`config.mk`:
```
export PLATFORM = sky130hd
export DESIGN_NAME = mem_stage
export DESIGN_NICKNAME = d
export VERILOG_FILES = /design/src/rtl/mem_stage.sv
export SDC_FILE = /design/constraint.sdc
export NUM_CORES = 1
export LEC_CHECK = 0
export ABC_CLOCK_PERIOD_IN_PS = 1800
export CAP_MARGIN = 5
export CORE_AREA = 2 2 150 152
export CTS_BUF_LIST = sky130_fd_sc_hd__clkbuf_16
export CTS_CLUSTER_DIAMETER = 80
export DETAILED_ROUTE_END_ITERATION = 12
export DIE_AREA = 0 0 152 154
export GPL_ROUTABILITY_DRIVEN = 0
export PLACE_DENSITY = 0.72
export SETUP_SLACK_MARGIN = 0.05
export SYNTH_ARGS = -nofsm -noshare
export SYNTH_HDL_FRONTEND = slang
export SYNTH_SLANG_ARGS = --single-unit
```
`constraint.sdc`:
```
create_clock -name clk -period 1.8 [get_ports clk]
set_input_delay 0.18 -clock clk [delete_from_list [all_inputs] [get_ports clk]]
set_output_delay 0.18 -clock clk [all_outputs]
set_load 0.01 [all_outputs]
```
`src/rtl/mem_stage.sv`:
```
// mem_stage: memory-access pipeline stage between EX/MEM and MEM/WB.
// Drives a req/ack data bus with wait states, steers byte/halfword store lanes,
// extends load data and flags misaligned accesses.
// Optional feature: define MEM_TIMEOUT_EN to abort a WAIT after TIMEOUT cycles
// and report it on bus_err_W. Without it WAIT is unbounded and bus_err_W stays 0.
module mem_stage #(
    parameter int unsigned TIMEOUT = 255
) (
    input  logic        clk,
    input  logic        rst_n,
    input  logic        RegWriteM,
    input  logic        MemtoRegM,
    input  logic        MemWriteM,
    input  logic        MEM_Link,
    input  logic [4:0]  WriteRegM,
    input  logic [31:0] MEM_ALUOut,
    input  logic [31:0] MEM_WriteData,
    input  logic [31:0] MEM_PCPlus4,
    input  logic [31:0] MEM_Instr,
    output logic        dmem_req,
    output logic        dmem_we,
    output logic [31:0] dmem_addr,
    output logic [31:0] dmem_wdata,
    output logic [3:0]  dmem_be,
    input  logic        dmem_ack,
    input  logic [31:0] dmem_rdata,
    output logic        stall_M,
    output logic        RegWriteW,
    output logic        MemtoRegW,
    output logic        WB_Link,
    output logic [4:0]  WriteRegW,
    output logic [31:0] WB_ALUOut,
    output logic [31:0] WB_ReadData,
    output logic [31:0] WB_PCPlus4,
    output logic [31:0] WB_Instr,
    output logic        misalign_W,
    output logic        bus_err_W
);

    localparam logic [5:0] OP_LB  = 6'h20;
    localparam logic [5:0] OP_LH  = 6'h21;
    localparam logic [5:0] OP_LBU = 6'h24;
    localparam logic [5:0] OP_LHU = 6'h25;
    localparam logic [5:0] OP_SB  = 6'h28;
    localparam logic [5:0] OP_SH  = 6'h29;
    localparam int unsigned CNT_W = ($clog2(TIMEOUT + 1) > 8) ? $clog2(TIMEOUT + 1) : 8;

    typedef enum logic {
        S_IDLE = 1'b0,
        S_WAIT = 1'b1
    } state_t;

    state_t      state;
    state_t      state_nxt;

    logic [5:0]  opcode;
    logic [1:0]  off;
    logic        acc;
    logic        is_store;
    logic        is_load;
    logic        is_byte;
    logic        is_half;
    logic        is_signed;
    logic        misalign_c;
    logic        timeout_c;
    logic        squash_c;
    logic [7:0]  byte_sel;
    logic [15:0] half_sel;
    logic [31:0] rd_ext;

`ifdef MEM_TIMEOUT_EN
    logic [CNT_W-1:0] wait_cnt;
`endif

    // A zero TIMEOUT would make the abort compare underflow.
    if (TIMEOUT == 0) begin : g_timeout_check
        $error("mem_stage: TIMEOUT must be nonzero");
    end

    // Access-size decode and alignment check; a store wins over a load.
    always_comb begin
        opcode     = MEM_Instr[31:26];
        off        = MEM_ALUOut[1:0];
        acc        = MemtoRegM | MemWriteM;
        is_store   = MemWriteM;
        is_load    = MemtoRegM & ~MemWriteM;
        is_byte    = (opcode == OP_LB) | (opcode == OP_LBU) | (opcode == OP_SB);
        is_half    = (opcode == OP_LH) | (opcode == OP_LHU) | (opcode == OP_SH);
        is_signed  = (opcode == OP_LB) | (opcode == OP_LH);
        misalign_c = acc & ((is_half & off[0]) |
                            (~is_byte & ~is_half & (off != 2'b00)));
    end

    // Store lane steering: replicate narrow data, enable only the addressed lanes.
    always_comb begin
        dmem_addr  = {MEM_ALUOut[31:2], 2'b00};
        dmem_wdata = MEM_WriteData;
        dmem_be    = 4'b1111;
        if (is_store) begin
            if (is_byte) begin
                dmem_wdata = {4{MEM_WriteData[7:0]}};
                dmem_be    = 4'(4'b0001 << off);
            end else if (is_half) begin
                dmem_wdata = {2{MEM_WriteData[15:0]}};
                dmem_be    = off[1] ? 4'b1100 : 4'b0011;
            end
        end
    end

    // Load lane extraction and sign/zero extension.
    always_comb begin
        unique case (off)
            2'd0:    byte_sel = dmem_rdata[7:0];
            2'd1:    byte_sel = dmem_rdata[15:8];
            2'd2:    byte_sel = dmem_rdata[23:16];
            default: byte_sel = dmem_rdata[31:24];
        endcase
        half_sel = off[1] ? dmem_rdata[31:16] : dmem_rdata[15:0];
        if (is_byte) begin
            rd_ext = is_signed ? {{24{byte_sel[7]}}, byte_sel} : {24'd0, byte_sel};
        end else if (is_half) begin
            rd_ext = is_signed ? {{16{half_sel[15]}}, half_sel} : {16'd0, half_sel};
        end else begin
            rd_ext = dmem_rdata;
        end
    end

    // Next-state and bus handshake; reset kills the request immediately.
    always_comb begin
        state_nxt = state;
        dmem_req  = 1'b0;
        stall_M   = 1'b0;
        timeout_c = 1'b0;
        unique case (state)
            S_IDLE: begin
                if (acc && !misalign_c) begin
                    dmem_req = 1'b1;
                    if (!dmem_ack) begin
                        stall_M   = 1'b1;
                        state_nxt = S_WAIT;
                    end
                end
            end
            S_WAIT: begin
                dmem_req = 1'b1;
                if (dmem_ack) begin
                    state_nxt = S_IDLE;
`ifdef MEM_TIMEOUT_EN
                end else if (wait_cnt == CNT_W'(TIMEOUT - 1)) begin
                    timeout_c = 1'b1;
                    state_nxt = S_IDLE;
`endif
                end else begin
                    stall_M = 1'b1;
                end
            end
            default: state_nxt = S_IDLE;
        endcase
        if (!rst_n) begin
            dmem_req = 1'b0;
            stall_M  = 1'b0;
        end
        dmem_we  = dmem_req & MemWriteM;
        squash_c = misalign_c | timeout_c;
    end

    // FSM state register.
    always_ff @(posedge clk or negedge rst_n) begin
        if (!rst_n) begin
            state <= S_IDLE;
        end else begin
            state <= state_nxt;
        end
    end

`ifdef MEM_TIMEOUT_EN
    // WAIT-cycle counter, cleared whenever the FSM is idle.
    always_ff @(posedge clk or negedge rst_n) begin
        if (!rst_n) begin
            wait_cnt <= '0;
        end else if (state == S_IDLE) begin
            wait_cnt <= '0;
        end else begin
            wait_cnt <= wait_cnt + CNT_W'(1);
        end
    end
`endif

    // MEM/WB register: bubble while stalled, squashed write on misalign/timeout.
    always_ff @(posedge clk or negedge rst_n) begin
        if (!rst_n) begin
            RegWriteW   <= 1'b0;
            MemtoRegW   <= 1'b0;
            WB_Link     <= 1'b0;
            WriteRegW   <= 5'd0;
            WB_ALUOut   <= 32'd0;
            WB_ReadData <= 32'd0;
            WB_PCPlus4  <= 32'd0;
            WB_Instr    <= 32'd0;
            misalign_W  <= 1'b0;
            bus_err_W   <= 1'b0;
        end else if (stall_M) begin
            RegWriteW  <= 1'b0;
            MemtoRegW  <= 1'b0;
            WB_Link    <= 1'b0;
            misalign_W <= 1'b0;
            bus_err_W  <= 1'b0;
        end else begin
            RegWriteW   <= RegWriteM & ~squash_c;
            MemtoRegW   <= is_load & ~squash_c;
            WB_Link     <= MEM_Link & ~squash_c;
            WriteRegW   <= WriteRegM;
            WB_ALUOut   <= MEM_ALUOut;
            WB_ReadData <= (is_load && !squash_c) ? rd_ext : 32'd0;
            WB_PCPlus4  <= MEM_PCPlus4;
            WB_Instr    <= MEM_Instr;
            misalign_W  <= misalign_c;
            bus_err_W   <= timeout_c;
        end
    end

endmodule

```
==> results.py <==
metrics = {
    "clock_network": {
        "cts.sinks": 138,
        "ctsRootBufferMaster": "clkbuf_16",
        "htree_levels": 4,
        "insertion_delay_ns": 0.43,
        "clkSlewWorstSetupHoldPaths_ns": 0.07,
        "cts_buffers": 17,
        "clockBufferDepth": 2,
        "cts_tree": "yes",
    },
    "power": {
        "total_power_mw": 8.94,
        "powerDensity_mw_per_mm2": 770,
        "power.leakage_nw": 4.82,
        "p_sw_share_pct": 27.8,
        "p_comb_share_pct": 21.7,
        "p_int_mw": 6.45,
        "clockPowerShare_pct": 40.1,
        "peakVddDrop_mv": 0.591,
        "p_sw_mw": 2.49,
        "seqPwrFrac_pct": 38.2,
    },
    "timing": {
        "setup-violations-final": 0,
        "finClkSkew_ns": 0.0106,
        "post-route-period-util_pct": 94.3,
        "finalHoldViolations": 0,
        "rsz0062_at_grt": "yes",
        "finalMaxSlewViolations": 0,
        "max_clock_freq_mhz": 589,
        "slew_headroom_pct": 58.5,
        "worst_slack_ns": 0.102,
        "min_period_ns": 1.70,
        "worst_slew_pin_slew_ns": 0.622,
    },
    "logic_synthesis": {
        "ys_ff_latch": 138,
        "avgSynthCellArea_um2": 12.4,
        "ys_warn_count": 0,
        "synth_compound_area_share_pct": 9.39,
        "synth_fa_ha_area_share_pct": 0,
        "synth_edf_count": 0,
        "syn-cell-area_mm2": 0.00665,
        "yosysSeqAreaShare_pct": 51.9,
        "synth.mux.area_fraction_pct": 23.9,
        "synth_xor_area_share_pct": 0,
        "synth_top_family_by_area": "multiplexers",
        "synthCells": 536,
        "yosys.area_share.simple_pct": 6.15,
        "synth_top_flop_cell": "dfrtp_1",
        "synth_async_sr_flop_share_pct": 100,
        "ys_types": 40,
    },
    "layout": {
        "final_common_cell": "clkdlybuf4s50_1",
        "layout-drive-gt1-share_pct": 21.7,
        "most-common-layout-cells": "clkdlybuf4s50_1 (335), dfrtp_1 (138), mux2_1 (70)",
        "multiInputGateArea_mm2": 0.00274,
        "fillCellCount": 1879,
        "syn2layout_area_growth_pct": 74.6,
        "stdcell_count": 1220,
        "seq_area_mm2": 0.00345,
        "nets": 1098,
    },
    "place": {
        "dp.cells": 1179,
        "dp_hpwl_um": 18000,
        "port-buffer-count": 377,
        "dp_slack_ns": -0.743,
    },
    "global_route": {
        "grt_pass1_vias": 6061,
        "antenna_found_initial": 1,
        "grt-ovfl-total": 0,
        "grt_pass1_wl_um": 36100,
        "grt_max_degree": 54,
        "grt.total_usage_pct": 19.6,
    },
    "route": {
        "num_vias": 5860,
        "drt-total-wl_um": 23800,
        "firstDrtPassIters": 5,
        "wl_per_cell_um": 19.5,
        "routed_via_density": 4.80,
        "drc": 0,
        "drt-initial-drc-count": 375,
        "final_antenna_net_count": 0,
    },
    "setup_path": {
        "cp_num_buf_inv": 3,
        "cp_slowest_cell": "mux2_2",
        "path_max_fanout": 8,
        "cp-start-kind": "input pin",
        "startpoint": "MEM_Instr[31]",
        "crit_family": "buffers and inverters",
        "critical_path_required_ns": 1.62,
        "worstPathArrival_ns": 1.52,
        "crit_chain": "dlygate4sd2_1 > a21boi_4 > buf_6 > and3_4 > nand2b_4 > mux2_2 > buf_2",
        "critPathMaxStageDelay_ns": 0.35,
        "critPathKind": "in -> out",
        "r2r_start": "state",
        "endpoint_kind": "output pin",
    },
    "floorplanning": {
        "dieWidth_um": 152,
        "dieArea_mm2": 0.0234,
        "num_rows": 54,
        "fp.dieH_um": 154,
        "initial_core_util_pct": 30.7,
        "coreArea_mm2": 0.0217,
        "io_pins": 381,
    },
    "outcome": {
        "status": "finished, final reports clean",
    },
    "min_path": {
        "min_path_type": "in -> async",
    },
    "run": {
        "drv_cap": 0,
    },
}
==> through the flow <==
| stage | TNS, ns | hold WS (ns) | cell area (um2) | utilization [%] |
|---|---|---|---|---|
| after floorplan | 0 | -0.116 | 6660 | - |
| after global placement | -68.15 | 0.0534 | 10800 | 49.9 |
| after detailed placement | -76.72 | 0.0535 | 10800 | 49.9 |
| after CTS | 0 | 0.142 | 11500 | 53.2 |
| after global routing | 0 | 0.169 | 11600 | 53.5 |
| final | 0 | 0.169 | 11600 | 53.5 |
==> flip-flops by register name, indices dropped and copies added (netlist names) <==
name         cells
WB_ALUOut       32
WB_Instr        32
WB_PCPlus4      32
WB_ReadData     32
WriteRegW        5
MemtoRegW        1
RegWriteW        1
WB_Link          1
misalign_W       1
state            1
==> metal layers <==
| metal | vias up | wire length [um] | global-route usage [%] |
|---|---|---|---|
| met5 | - | 0 | 0 |
| met4 | 0 | 350 | 5.07 |
| met3 | 30 | 1450 | 4.68 |
| met2 | 262 | 11900 | 33.2 |
| met1 | 2896 | 10100 | 25.4 |
| li1 | 2672 | - | - |
==> worst min-delay path, delay by kind of cell <==
family / cells / cell delay (ns)
buffers and inverters: 3 / 0.74
==> kinds of logic after synthesis <==
logic type / Yosys count
DFF: 138
muxes: 134
buffers and inverters: 97
AOI/OAI and AO/OA: 84
and+or+nand+nor: 82
other: 1
==> power groups by stage <==
stage / Combinational, mW / Sequential [mW] / Clock (mW)
floorplan: 0.579 / 3.56 / 0
detailed placement: 1.92 / 3.47 / 0
CTS: 1.94 / 3.41 / 3.68
global placement: 1.90 / 3.46 / 0
finish: 1.94 / 3.41 / 3.59
global route: 2.07 / 3.43 / 3.81
==> synthesized netlist by cell type, types with 3 or more instances <==
| master | number | area share, % |
|---|---|---|
| nor4_1 | 8 | 0.75 |
| nand2_1 | 10 | 0.56 |
| mux2i_1 | 8 | 1.2 |
| o21bai_1 | 7 | 0.79 |
| o21ai_0 | 21 | 1.6 |
| nor3b_1 | 3 | 0.34 |
| dfrtp_1 | 138 | 52 |
| a21oi_1 | 15 | 1.1 |
| a32o_1 | 16 | 2.4 |
| nor2b_1 | 6 | 0.56 |
| nand4b_1 | 7 | 0.92 |
| nor2_1 | 39 | 2.2 |
| nand2b_1 | 3 | 0.28 |
| clkbuf_1 | 15 | 0.85 |
| o32ai_1 | 16 | 2.1 |
| inv_1 | 17 | 0.96 |
| mux2_2 | 48 | 8.1 |
| mux4_2 | 8 | 2.7 |
| mux2_1 | 70 | 12 |
| buf_4 | 49 | 5.5 |
| buf_2 | 10 | 0.75 |
==> worst paths after layout <==
| kind | endpoint | slack, ns | cells past startpoint |
|---|---|---|---|
| min reg2reg | WB_Instr[10] | 0.49 | 1 |
| min in group clk | WB_Instr[27] | 0.25 | 2 |
| max in group asynchronous | WB_ALUOut[18] | 0.43 | 5 |
| max | dmem_wdata[11] | 0.10 | 7 |
| min | state | 0.17 | 3 |
| max reg2reg | WB_ReadData[5] | 0.18 | 6 |
==> timing repair <==
action	4_1_cts	5_1_grt
gates resized for setup	146	31
hold endpoints to repair	83	0
pin swaps	3	2
setup buffers	3	2
endpoints found under the setup margin	142	110
cloned	2	1
hold buffers	1	0
==> cell type report <==
type                            count  share of cell area, %
Antenna cell                        1                 0.0216
Clock buffer                       17                   3.66
Clock inverter                     15                   1.47
Inverter                           20                  0.690
Multi-Input combinational cell    303                   23.6
Sequential cell                   138                   29.7
Tap cell                          280                   3.02
Timing Repair Buffer              446                   37.8
Note: power is estimated with default switching activity, not from simulation.
